File: src/rtl/load_store_buffer_pkg.sv
// Shared encodings for the load/store buffer: funct3 widths, Cache access codes,
// the IO address predicate and the issue FSM states.
package load_store_buffer_pkg;

    localparam logic [2:0] FUNCT3_B  = 3'b000;
    localparam logic [2:0] FUNCT3_H  = 3'b001;
    localparam logic [2:0] FUNCT3_W  = 3'b010;
    localparam logic [2:0] FUNCT3_BU = 3'b100;
    localparam logic [2:0] FUNCT3_HU = 3'b101;

    typedef enum logic [1:0] {
        ACCESS_NONE = 2'b00,
        ACCESS_BYTE = 2'b01,
        ACCESS_HALF = 2'b10,
        ACCESS_WORD = 2'b11
    } accessCode_e;

    // The IO window is every address whose bits [17:16] are both set.
    localparam logic [31:0] IO_MASK = 32'h0003_0000;

    function automatic logic isIoAddr(input logic [31:0] addr);
        return (addr & IO_MASK) == IO_MASK;
    endfunction

    typedef enum logic {
        STATE_IDLE = 1'b0,
        STATE_WAIT = 1'b1
    } lsbState_e;

endpackage

File: src/rtl/load_store_buffer_if.sv
// Data-port bundle between the load/store buffer (master) and Cache (slave).
interface load_store_buffer_if;

    logic [1:0]  accessType;
    logic        readWriteIn;
    logic [31:0] dataAddrIn;
    logic [31:0] dataIn;
    logic        dataOutValid;
    logic [31:0] dataOut;
    logic        dataWriteSuc;

    modport master (
        output accessType, readWriteIn, dataAddrIn, dataIn,
        input  dataOutValid, dataOut, dataWriteSuc
    );

    modport slave (
        input  accessType, readWriteIn, dataAddrIn, dataIn,
        output dataOutValid, dataOut, dataWriteSuc
    );

endinterface

File: src/rtl/lsb_load_extend.sv
// Combinational sign/zero extension of a raw Cache read according to funct3.
module lsb_load_extend
    import load_store_buffer_pkg::*;
(
    input  logic [2:0]  funct3,
    input  logic [31:0] rawData,
    output logic [31:0] extValue
);

    always_comb begin
        // NOTE: the default assignment first keeps every path driven, so no latch is inferred.
        extValue = rawData;
        case (funct3)
            FUNCT3_B:  extValue = {{24{rawData[7]}}, rawData[7:0]};
            FUNCT3_H:  extValue = {{16{rawData[15]}}, rawData[15:0]};
            FUNCT3_BU: extValue = {24'b0, rawData[7:0]};
            FUNCT3_HU: extValue = {16'b0, rawData[15:0]};
            default:   extValue = rawData;
        endcase
    end

endmodule

File: src/rtl/load_store_buffer.sv
// In-order load/store queue: captures operands from the CDB, issues the head entry
// to Cache one request at a time and reports load results and store completions.
module load_store_buffer
    import load_store_buffer_pkg::*;
#(
    parameter int ROB_WIDTH = 4,
    parameter int LSB_WIDTH = 3,
    parameter int LSB_SIZE  = 2 ** LSB_WIDTH
) (
    input  logic                 clkIn,
    input  logic                 resetIn,
    input  logic                 readyIn,
    input  logic                 clearIn,

    input  logic                 newValid,
    input  logic                 newIsStore,
    input  logic [2:0]           newFunct3,
    input  logic [ROB_WIDTH-1:0] newRobIndex,
    input  logic [11:0]          newOffset,
    input  logic                 newBaseValid,
    input  logic [31:0]          newBase,
    input  logic [ROB_WIDTH-1:0] newBaseTag,
    input  logic                 newDataValid,
    input  logic [31:0]          newData,
    input  logic [ROB_WIDTH-1:0] newDataTag,

    input  logic                 cdbValid,
    input  logic [ROB_WIDTH-1:0] cdbRobIndex,
    input  logic [31:0]          cdbValue,

    input  logic [ROB_WIDTH-1:0] robHeadIndex,
    output logic                 lsbFull,

    load_store_buffer_if.master  cache,

    output logic                 resultValid,
    output logic [ROB_WIDTH-1:0] resultRobIndex,
    output logic [31:0]          resultValue,
    output logic                 storeDoneValid,
    output logic [ROB_WIDTH-1:0] storeDoneRobIndex
);

    typedef struct packed {
        logic                 isStore;
        logic [2:0]           funct3;
        logic [ROB_WIDTH-1:0] robIndex;
        logic [11:0]          offset;
        logic                 baseReady;
        logic [31:0]          base;
        logic [ROB_WIDTH-1:0] baseTag;
        logic                 dataReady;
        logic [31:0]          data;
        logic [ROB_WIDTH-1:0] dataTag;
    } entry_t;

    localparam logic [LSB_WIDTH:0]   FULL_COUNT = (LSB_WIDTH + 1)'(LSB_SIZE);
    localparam logic [LSB_WIDTH:0]   COUNT_ONE  = 1;
    localparam logic [LSB_WIDTH-1:0] PTR_ONE    = 1;

    entry_t               entries [LSB_SIZE];
    logic [LSB_SIZE-1:0]  entryValid;
    logic [LSB_WIDTH-1:0] head;
    logic [LSB_WIDTH-1:0] tail;
    logic [LSB_WIDTH:0]   count;

    lsbState_e state;
    lsbState_e stateNext;

    logic [1:0]  accessTypeReg;
    logic        readWriteReg;
    logic [31:0] dataAddrReg;
    logic [31:0] dataReg;

    logic        doEnqueue;
    logic        doIssue;
    logic        doPop;
    logic [31:0] headAddr;
    logic        headInOrder;
    logic [31:0] loadValue;
    entry_t      newEntry;

    assign cache.accessType  = accessTypeReg;
    assign cache.readWriteIn = readWriteReg;
    assign cache.dataAddrIn  = dataAddrReg;
    assign cache.dataIn      = dataReg;

    assign lsbFull   = (count == FULL_COUNT);
    assign doEnqueue = newValid && !lsbFull;

    assign headAddr    = entries[head].base + {{20{entries[head].offset[11]}}, entries[head].offset};
    assign headInOrder = (entries[head].robIndex == robHeadIndex);

    lsb_load_extend loadExtend (
        .funct3   (entries[head].funct3),
        .rawData  (cache.dataOut),
        .extValue (loadValue)
    );

    // Operands still pending at enqueue may be satisfied by the CDB in the same cycle.
    always_comb begin
        newEntry          = '0;
        newEntry.isStore  = newIsStore;
        newEntry.funct3   = newFunct3;
        newEntry.robIndex = newRobIndex;
        newEntry.offset   = newOffset;
        newEntry.baseTag  = newBaseTag;
        newEntry.dataTag  = newDataTag;
        newEntry.baseReady = newBaseValid || (cdbValid && cdbRobIndex == newBaseTag);
        newEntry.base      = newBaseValid ? newBase : cdbValue;
        newEntry.dataReady = !newIsStore || newDataValid || (cdbValid && cdbRobIndex == newDataTag);
        newEntry.data      = newDataValid ? newData : cdbValue;
    end

    always_comb begin
        stateNext = state;
        doIssue   = 1'b0;
        doPop     = 1'b0;
        case (state)
            STATE_IDLE: begin
                // Stores and IO loads have side effects, so they wait until they are the ROB head.
                if (count != '0 && entries[head].baseReady && entries[head].dataReady &&
                    ((!entries[head].isStore && !isIoAddr(headAddr)) || headInOrder)) begin
                    doIssue   = 1'b1;
                    stateNext = STATE_WAIT;
                end
            end
            STATE_WAIT: begin
                if (entries[head].isStore ? cache.dataWriteSuc : cache.dataOutValid) begin
                    doPop     = 1'b1;
                    stateNext = STATE_IDLE;
                end
            end
            default: stateNext = STATE_IDLE;
        endcase
    end

    always_ff @(posedge clkIn) begin
        // NOTE: sequential state uses non-blocking assignments so every register samples pre-edge values.
        if (resetIn) begin
            state <= STATE_IDLE;
        end else if (readyIn) begin
            state <= clearIn ? STATE_IDLE : stateNext;
        end
    end

    always_ff @(posedge clkIn) begin
        if (resetIn) begin
            head              <= '0;
            tail              <= '0;
            count             <= '0;
            entryValid        <= '0;
            accessTypeReg     <= ACCESS_NONE;
            readWriteReg      <= 1'b0;
            dataAddrReg       <= '0;
            dataReg           <= '0;
            resultValid       <= 1'b0;
            resultRobIndex    <= '0;
            resultValue       <= '0;
            storeDoneValid    <= 1'b0;
            storeDoneRobIndex <= '0;
        end else if (readyIn) begin
            if (clearIn) begin
                head           <= '0;
                tail           <= '0;
                count          <= '0;
                entryValid     <= '0;
                accessTypeReg  <= ACCESS_NONE;
                resultValid    <= 1'b0;
                storeDoneValid <= 1'b0;
            end else begin
                accessTypeReg  <= ACCESS_NONE;
                resultValid    <= 1'b0;
                storeDoneValid <= 1'b0;

                if (doIssue) begin
                    accessTypeReg <= entries[head].funct3[1:0] + 2'd1;
                    readWriteReg  <= ~entries[head].isStore;
                    dataAddrReg   <= headAddr;
                    dataReg       <= entries[head].data;
                end

                if (doPop) begin
                    if (entries[head].isStore) begin
                        storeDoneValid    <= 1'b1;
                        storeDoneRobIndex <= entries[head].robIndex;
                    end else begin
                        resultValid    <= 1'b1;
                        resultRobIndex <= entries[head].robIndex;
                        resultValue    <= loadValue;
                    end
                    entryValid[head] <= 1'b0;
                    head             <= head + PTR_ONE;
                end

                if (doEnqueue) begin
                    entryValid[tail] <= 1'b1;
                    tail             <= tail + PTR_ONE;
                end

                if (doEnqueue && !doPop) begin
                    count <= count + COUNT_ONE;
                end else if (doPop && !doEnqueue) begin
                    count <= count - COUNT_ONE;
                end
            end
        end
    end

    always_ff @(posedge clkIn) begin
        // NOTE: entry payloads have no reset; entryValid alone decides which slots are live.
        if (readyIn) begin
            for (int i = 0; i < LSB_SIZE; i++) begin
                if (entryValid[i]) begin
                    if (!entries[i].baseReady && cdbValid && cdbRobIndex == entries[i].baseTag) begin
                        entries[i].base      <= cdbValue;
                        entries[i].baseReady <= 1'b1;
                    end
                    if (!entries[i].dataReady && cdbValid && cdbRobIndex == entries[i].dataTag) begin
                        entries[i].data      <= cdbValue;
                        entries[i].dataReady <= 1'b1;
                    end
                end
            end
            if (doEnqueue) begin
                entries[tail] <= newEntry;
            end
        end
    end

endmodule

File: src/flat_wrapper.sv
// flat-port wrapper written by rule: the top's interface ports become plain ports
module load_store_buffer_flat import load_store_buffer_pkg::*;
#(
    parameter int ROB_WIDTH = 4,
    parameter int LSB_WIDTH = 3,
    parameter int LSB_SIZE  = 2 ** LSB_WIDTH
)
  (clkIn, resetIn, readyIn, clearIn, newValid, newIsStore, newFunct3, newRobIndex, newOffset, newBaseValid, newBase, newBaseTag, newDataValid, newData, newDataTag, cdbValid, cdbRobIndex, cdbValue, robHeadIndex, lsbFull, resultValid, resultRobIndex, resultValue, storeDoneValid, storeDoneRobIndex, cache_accessType, cache_readWriteIn, cache_dataAddrIn, cache_dataIn, cache_dataOutValid, cache_dataOut, cache_dataWriteSuc);
  load_store_buffer_if cache_i ();
  input  logic clkIn;
  input  logic resetIn;
  input  logic readyIn;
  input  logic clearIn;
  input  logic newValid;
  input  logic newIsStore;
  input  logic [2:0] newFunct3;
  input  logic [ROB_WIDTH-1:0] newRobIndex;
  input  logic [11:0] newOffset;
  input  logic newBaseValid;
  input  logic [31:0] newBase;
  input  logic [ROB_WIDTH-1:0] newBaseTag;
  input  logic newDataValid;
  input  logic [31:0] newData;
  input  logic [ROB_WIDTH-1:0] newDataTag;
  input  logic cdbValid;
  input  logic [ROB_WIDTH-1:0] cdbRobIndex;
  input  logic [31:0] cdbValue;
  input  logic [ROB_WIDTH-1:0] robHeadIndex;
  output logic lsbFull;
  output logic resultValid;
  output logic [ROB_WIDTH-1:0] resultRobIndex;
  output logic [31:0] resultValue;
  output logic storeDoneValid;
  output logic [ROB_WIDTH-1:0] storeDoneRobIndex;
  output wire logic [$bits(cache_i.accessType)-1:0] cache_accessType;
  output wire logic [$bits(cache_i.readWriteIn)-1:0] cache_readWriteIn;
  output wire logic [$bits(cache_i.dataAddrIn)-1:0] cache_dataAddrIn;
  output wire logic [$bits(cache_i.dataIn)-1:0] cache_dataIn;
  input wire logic [$bits(cache_i.dataOutValid)-1:0] cache_dataOutValid;
  input wire logic [$bits(cache_i.dataOut)-1:0] cache_dataOut;
  input wire logic [$bits(cache_i.dataWriteSuc)-1:0] cache_dataWriteSuc;
  assign cache_accessType = cache_i.accessType;
  assign cache_readWriteIn = cache_i.readWriteIn;
  assign cache_dataAddrIn = cache_i.dataAddrIn;
  assign cache_dataIn = cache_i.dataIn;
  assign cache_i.dataOutValid = cache_dataOutValid;
  assign cache_i.dataOut = cache_dataOut;
  assign cache_i.dataWriteSuc = cache_dataWriteSuc;
  load_store_buffer #(.ROB_WIDTH(ROB_WIDTH), .LSB_WIDTH(LSB_WIDTH), .LSB_SIZE(LSB_SIZE)) u_core (.clkIn(clkIn), .resetIn(resetIn), .readyIn(readyIn), .clearIn(clearIn), .newValid(newValid), .newIsStore(newIsStore), .newFunct3(newFunct3), .newRobIndex(newRobIndex), .newOffset(newOffset), .newBaseValid(newBaseValid), .newBase(newBase), .newBaseTag(newBaseTag), .newDataValid(newDataValid), .newData(newData), .newDataTag(newDataTag), .cdbValid(cdbValid), .cdbRobIndex(cdbRobIndex), .cdbValue(cdbValue), .robHeadIndex(robHeadIndex), .lsbFull(lsbFull), .cache(cache_i), .resultValid(resultValid), .resultRobIndex(resultRobIndex), .resultValue(resultValue), .storeDoneValid(storeDoneValid), .storeDoneRobIndex(storeDoneRobIndex));
endmodule
File: config.mk
export PLATFORM = sky130hd
export DESIGN_NAME = load_store_buffer_flat
export DESIGN_NICKNAME = d
export VERILOG_FILES = /design/src/rtl/load_store_buffer_pkg.sv /design/src/rtl/load_store_buffer_if.sv /design/src/rtl/lsb_load_extend.sv /design/src/rtl/load_store_buffer.sv /design/src/flat_wrapper.sv
export SDC_FILE = /design/constraint.sdc
export NUM_CORES = 1
export LEC_CHECK = 0
export CAP_MARGIN = 30
export CELL_PAD_IN_SITES_DETAIL_PLACEMENT = 0
export CELL_PAD_IN_SITES_GLOBAL_PLACEMENT = 1
export CORE_ASPECT_RATIO = 1.4
export CORE_MARGIN = 1.5
export CORE_UTILIZATION = 50
export CTS_CLUSTER_DIAMETER = 30
export DETAILED_ROUTE_END_ITERATION = 7
export PLACE_DENSITY = 0.78
export SYNTH_ARGS = -nofsm -noshare
export SYNTH_HDL_FRONTEND = slang
export SYNTH_HIERARCHICAL = 1
export SYNTH_SLANG_ARGS = --single-unit
File: constraint.sdc
create_clock -name clkIn -period 14.5 [get_ports clkIn]
set_input_delay 2.9 -clock clkIn [delete_from_list [all_inputs] [get_ports clkIn]]
set_output_delay 2.9 -clock clkIn [all_outputs]
set_load 0.005 [all_outputs]
==> out/metrics.csv, run 1 <==
metric,value,unit
outcome,"finished, final reports clean",
die_height,338,um
ir_drop,80.4,uV
hold_violations,0,
crit_chain,"buf_12, mux4_2, mux2_2, ha_1, fa_1, a21o_1, a221oi_2, o21a_1, o21ai_1, xnor2_1, o21ai_1, a2111oi_4, buf_4, mux2i_1, nor2_1",
wl_per_cell,26.5,um
root_buffer,clkbuf_16,
clkLatencyLatePin,730,ps
io_buffers,283,
placed_cell_area,44000,um2
leakage,0.0160,uW
post-route-drc-count,0,
maxSlewHeadroom,0.343,
drt_first_pass_iters,6,
worst-endpoint-arrival,7260,ps
critPathLaunchType,flip-flop,
grt_max_degree,86,
cpMostUsedCell,o21ai_1,
fillers,5928,
cellPowerDensity,136,nW/um2
vias,27203,
finalInstanceArea,49000,um2
path_class,flip-flop to flip-flop,
cts_buffers,142,
holdBufCountCts,0,
fin_util,0.618,
skew,28.2,ps
rows,122,
maxSlewViolCount,0,
fin_crit,6700,ps
hold_start,u_core/resultValue[17],
fin_crit_sh,0.462,
ios,284,
cp_max_fo,85,
vias_per_cell,6.17,
regArea,25200,um2
final_common_cell,edfxtp_1,
p_total,6680,uW
rsz0062_at_grt,false,
setup_tns,0,ps
cts_setup_buffers,0,
place.gp.congestion,0.882,
antenna_cells,0,
required,15070,ps
clock.fmax,0.149,GHz
final_cell_mix,"edfxtp_1, a21oi_1, nor2_1",
drive_above_1_share,0.160,
start_util,0.505,
ys_seq_area_frac,0.629,
synth_seq_cells,883,
end_kind,flip-flop,
finalSetupViolCount,0,
netlist_top_cells_area,"edfxtp_1, mux4_2, a21oi_1",
syn-num-nets,3207,
yosysUniqueCellTypes,62,
yosys_warnings,6,
grt_overflow,0,
cts.repair.resized,0,
cts.sinks,883,
max_cap_violations,0,
slowest_delay,910,ps
postSynthAreaPerCell,13.4,um2
synth-async-reset-ratio,0,
clockBufferDepth,3,
dieArea,81800,um2
routed_wl,117,mm
synth_area,40000,um2
worst_slew_pin_slew,986,ps
path_clk_slew,60,ps
track_usage,0.286,
ys.flop_type,edfxtp_1,
die_width,242,um
cts_tree,yes,
cts_htree_levels,4,
synth_edf_count,751,
multi_input_area,14000,um2
areaGrowthSynthToFinish,22.3,%
dp_hpwl,70.2,mm
grt_pass1_vias,27335,
slowest_stage,dfxtp_4,
coreArea,79200,um2
drt_iter0_drc,2705,
antenna_found_initial,2,
yosysTopAreaCellShare,0.563,
hold_path_class,flip-flop to flip-flop,
fin_nets,3449,
drtAntennaViolNets,0,
syn-instance-count,2996,
yosys.area.top_type,edfxtp_1,
grt_pass1_wl,171,mm
power by group:
part / internal (uW) / switching (uW) / leakage (uW)
clock network: 2250 / 1220 / 0.00236
logic: 158 / 254 / 0.00573
registers: 2780 / 7.94 / 0.00788
total: 5190 / 1480 / 0.0160
cell usage after synthesis (4+ instances only):
cell type	instances
o21ai_0	57
nor2b_1	7
nand4_1	21
buf_2	30
a21o_1	11
edfxtp_1	751
nand3_1	17
xor2_1	23
a211oi_1	47
xnor2_1	87
inv_2	8
a211oi_2	5
clkbuf_1	175
mux4_2	169
nor2_1	364
nor3_1	13
a21oi_1	582
inv_1	11
buf_4	10
ha_1	35
mux2_2	45
nor3b_1	6
buf_6	7
a22oi_1	11
nand2_1	150
nand2b_1	6
and3_1	4
o31ai_1	20
buf_1	14
dfxtp_1	132
o21a_1	5
and2_1	4
mux2i_1	131
stage by stage:
stage / hold WS (ps) / instances / setup slack [ps]
final: 454 / 4411 / 7800
after detailed placement: 447 / 4146 / 7700
after CTS: 454 / 4409 / 7830
after global placement: 443 / 4136 / 7800
after floorplan: 453 / 2996 / 7460
after global routing: 470 / 4411 / 7360
critical path: cells and delay by family, from the launching register on:
family | cells | cell delay, ps
buffers and inverters | 2 | 1440
DFF | 1 | 910
adders and majority gates | 2 | 730
muxes | 3 | 1190
and+or+nand+nor | 1 | 60
AOI/OAI and AO/OA | 6 | 1640
xor gates and xnor gates | 1 | 400
path summary, 6_finish.rpt:
check	to	slack [ps]	cells past startpoint
worst min register to register	u_core/resultValue[17]	450	2
worst max register to register	u_core/cache.dataAddrIn[19]	7800	15
worst min-delay path	u_core/resultValue[17]	450	2
worst max-delay path	u_core/cache.dataAddrIn[19]	7800	15
layer usage:
metal  up-vias  routed length [um]  track usage
li1      11914                   -            -
met2      1408               58800        0.490
met4         4                4160        0.116
met5         -                  27            0
met3       264                9450       0.0539
met1     13613               44500        0.359
state kept, by name (all words and copies together) (netlist names), named ones only:
name	flops
u_core/tail	3
u_core/resultValid	1
u_core/resultValue	32
u_core/storeDoneRobIndex	4
u_core/state	1
u_core/head	3
u_core/storeDoneValid	1
u_core/cache.dataIn	32
u_core/cache.accessType	2
u_core/cache.dataAddrIn	32
u_core/resultRobIndex	4
u_core/count	4
u_core/entries	752
u_core/cache.readWriteIn	1
u_core/entryValid	8
cells by family after synthesis:
logic type      synth area share
compound gates             0.104
buf+inv                   0.0272
mux                        0.141
xor+xnor                  0.0241
fa+ha+maj                 0.0119
flops                      0.629
simple gates              0.0617
final cells by class:
cell class / count / share of cell area
Timing Repair Buffer: 335 / 0.0700
Inverter: 19 / 0.00187
Clock buffer: 162 / 0.0760
Sequential cell: 883 / 0.515
Tap cell: 1054 / 0.0269
Multi-Input combinational cell: 1857 / 0.285
Clock inverter: 101 / 0.0251
Note: power is estimated with default switching activity, not from simulation.
==> run 2: changes to the inputs <==
--- a/config.mk
+++ b/config.mk
@@ -10,10 +10,10 @@
 export CELL_PAD_IN_SITES_GLOBAL_PLACEMENT = 1
 export CORE_ASPECT_RATIO = 1.4
 export CORE_MARGIN = 1.5
-export CORE_UTILIZATION = 50
+export CORE_UTILIZATION = 49
 export CTS_CLUSTER_DIAMETER = 30
 export DETAILED_ROUTE_END_ITERATION = 7
-export PLACE_DENSITY = 0.78
+export PLACE_DENSITY = 0.77
 export SYNTH_ARGS = -nofsm -noshare
 export SYNTH_HDL_FRONTEND = slang
 export SYNTH_HIERARCHICAL = 1
==> constraint.sdc (replaced) <==
create_clock -name clkIn -period 6.6 [get_ports clkIn]
set_input_delay 1.32 -clock clkIn [delete_from_list [all_inputs] [get_ports clkIn]]
set_output_delay 1.32 -clock clkIn [all_outputs]
set_load 0.005 [all_outputs]
==> run 2 against run 1 <==
- clock skew up 7.7 ps
- highest routed layer is now met4
- sequential power up 120%
- critical path type unchanged
- largest power group unchanged
- via count up 1.2%
- critical endpoint is now u_core/cache.dataAddrIn[24]
==> out/metrics.csv, run 2 (synthesized netlist as in run 1, its figures left out) <==
metric,value,unit,change
outcome,"finished, final reports clean",,
cts_setup_buffers,0,,unchanged
wl_per_cell,27.2,um,+2.4%
cp_max_fo,55,,-35%
cts_tree,yes,,
hold_ws,454,ps,+0.0500 ps
regMostFlops,u_core/entries,,
skew,35.8,ps,+7.66 ps
worst_slew_pin_slew,953,ps,-32.8 ps
cts.repair.resized,0,,unchanged
die_height,341,um,+1.0%
hold_path_class,flip-flop to flip-flop,,
drtAntennaViolNets,0,,unchanged
placed_cell_area,44100,um2,+0.29%
cts_buffers,142,,unchanged
rsz0062_at_grt,false,,
areaGrowthSynthToFinish,22.3,%,about the same
required,7200,ps,-7870 ps
drt_iter0_drc,2865,,+5.9%
dp_hpwl,72.4,mm,+3.1%
antenna_found_initial,3,,+1
ir_drop,248,uV,+210%
io_buffers,283,,unchanged
r2r_slack,1320,ps,-6480 ps
cellPowerDensity,296,nW/um2,+120%
clkPwrFrac,0.514,,-0.006
place.gp.congestion,0.862,,-2.2%
grt_pass1_vias,27810,,+1.7%
swShare,0.226,,+0.00400
grt_overflow,0,,unchanged
clockBufferDepth,3,,unchanged
root_buffer,clkbuf_16,,
hold_violations,0,,unchanged
final_cell_mix,"edfxtp_1, a21oi_1, nor2_1",,
grt_pass1_wl,176,mm,+2.6%
post-route-drc-count,0,,unchanged
p_total,14500,uW,+120%
fin_nets,3461,,+0.35%
die_width,245,um,+1.0%
fin_util,0.607,,-0.0108
vias_per_cell,6.21,,+0.71%
largest_reg_flops,752,,unchanged
finalInstanceArea,49000,um2,about the same
leakage,0.0160,uW,+0.22%
worst-endpoint-arrival,5880,ps,-1380 ps
dieArea,83400,um2,+2.0%
end_kind,flip-flop,,
start_util,0.496,,-0.00889
path_clk_slew,50,ps,about the same
grt_max_degree,75,,-13%
routed_wl,120,mm,+3.0%
combPwrFrac,0.062,,about the same
fillers,6275,,+5.9%
setup_tns,0,ps,unchanged
critPathLaunchType,flip-flop,,
holdBufCountCts,0,,unchanged
intPower,11200,uW,+120%
path_class,flip-flop to flip-flop,,
coreArea,80600,um2,+1.8%
vias,27540,,+1.2%
drive_above_1_share,0.166,,+0.00561
maxSlewHeadroom,0.362,,+0.0189
drt_first_pass_iters,6,,unchanged
clock.fmax,0.189,GHz,+27%
fin_crit,5280,ps,-1420 ps
fin_crit_sh,0.800,,+0.338
max_cap_violations,0,,unchanged
maxSlewViolCount,0,,unchanged
seq_power_share,0.423,,+0.005
cts_htree_levels,4,,unchanged
net-switching-power,3280,uW,+120%
track_usage,0.289,,+0.00288
rows,123,,+0.82%
final_common_cell,edfxtp_1,,
clkLatencyLatePin,750,ps,+20 ps
ios,284,,unchanged
cts.sinks,883,,unchanged
finalSetupViolCount,0,,unchanged
run 2: cell types whose count changed in the layout (fill, tap and decap cells not counted), moves of 2 or more:
cell | before | now
clkinv_1 | 21 | 12
buf_12 | 1 | 9
bufinv_16 | 22 | 15
clkinv_2 | 13 | 23
clkbuf_8 | 3 | 5
clkinv_4 | 5 | 9
clkinvlp_4 | 18 | 15
buf_16 | 10 | 5
buf_4 | 40 | 48
diode_2 | 0 | 2
run 2: cell type report:
cell class / count / area, um2 / share of cell area
inverters: 19 / 93.8 / 0.00192
repair buffers: 347 / 3520 / 0.0718
multi-input cells: 1857 / 14000 / 0.285
well taps: 1062 / 1330 / 0.0271
flip-flops and latches: 883 / 25200 / 0.515
clock inverters: 98 / 1080 / 0.0220
clock buffers: 166 / 3780 / 0.0772
diodes: 2 / 5.00 / 0.000102
run 2: power groups by stage:
stage | Sequential (uW) | Clock (uW) | Combinational (uW)
floorplan | 6230 | 0 | 532
global route | 6130 | 7780 | 972
CTS | 6130 | 7530 | 894
detailed placement | 6240 | 0 | 886
global placement | 6230 | 0 | 861
finish | 6130 | 7440 | 903
run 2: worst max-delay path: stages, from the launching register on:
cell and delay, ps:
dfxtp_4 860, buf_12 430, mux4_2 560, mux2_2 320
ha_1 450, nand4_1 150, or2_2 300, o21a_1 220
o21ai_1 180, xnor2_1 160, o21ai_1 150, a2111oi_4 560
buf_12 360, mux2i_1 230, nor2_1 50
run 2: worst paths after layout:
path | start | cells after the start | endpoint
max | flip-flop | 14 | u_core/cache.dataAddrIn[24]
min | u_core/resultValue[10] | 2 | u_core/resultValue[10]
max reg2reg | flip-flop | 14 | u_core/cache.dataAddrIn[24]
min reg2reg | u_core/resultValue[10] | 2 | u_core/resultValue[10]
run 2: metal layers:
layer | up-vias | GRT usage | wire length, um
met2 | 1496 | 0.485 | 60300
li1 | 11972 | - | -
met1 | 13850 | 0.371 | 45900
met3 | 222 | 0.0558 | 10600
met4 | 0 | 0.110 | 3600
met5 | - | 0 | 0
run 2: through the flow:
stage,std cells,worst slack [ps]
global placement,4159,1420
detailed placement,4167,1370
CTS,4431,1320
finish,4434,1320
global route,4434,967
floorplan,2996,1140
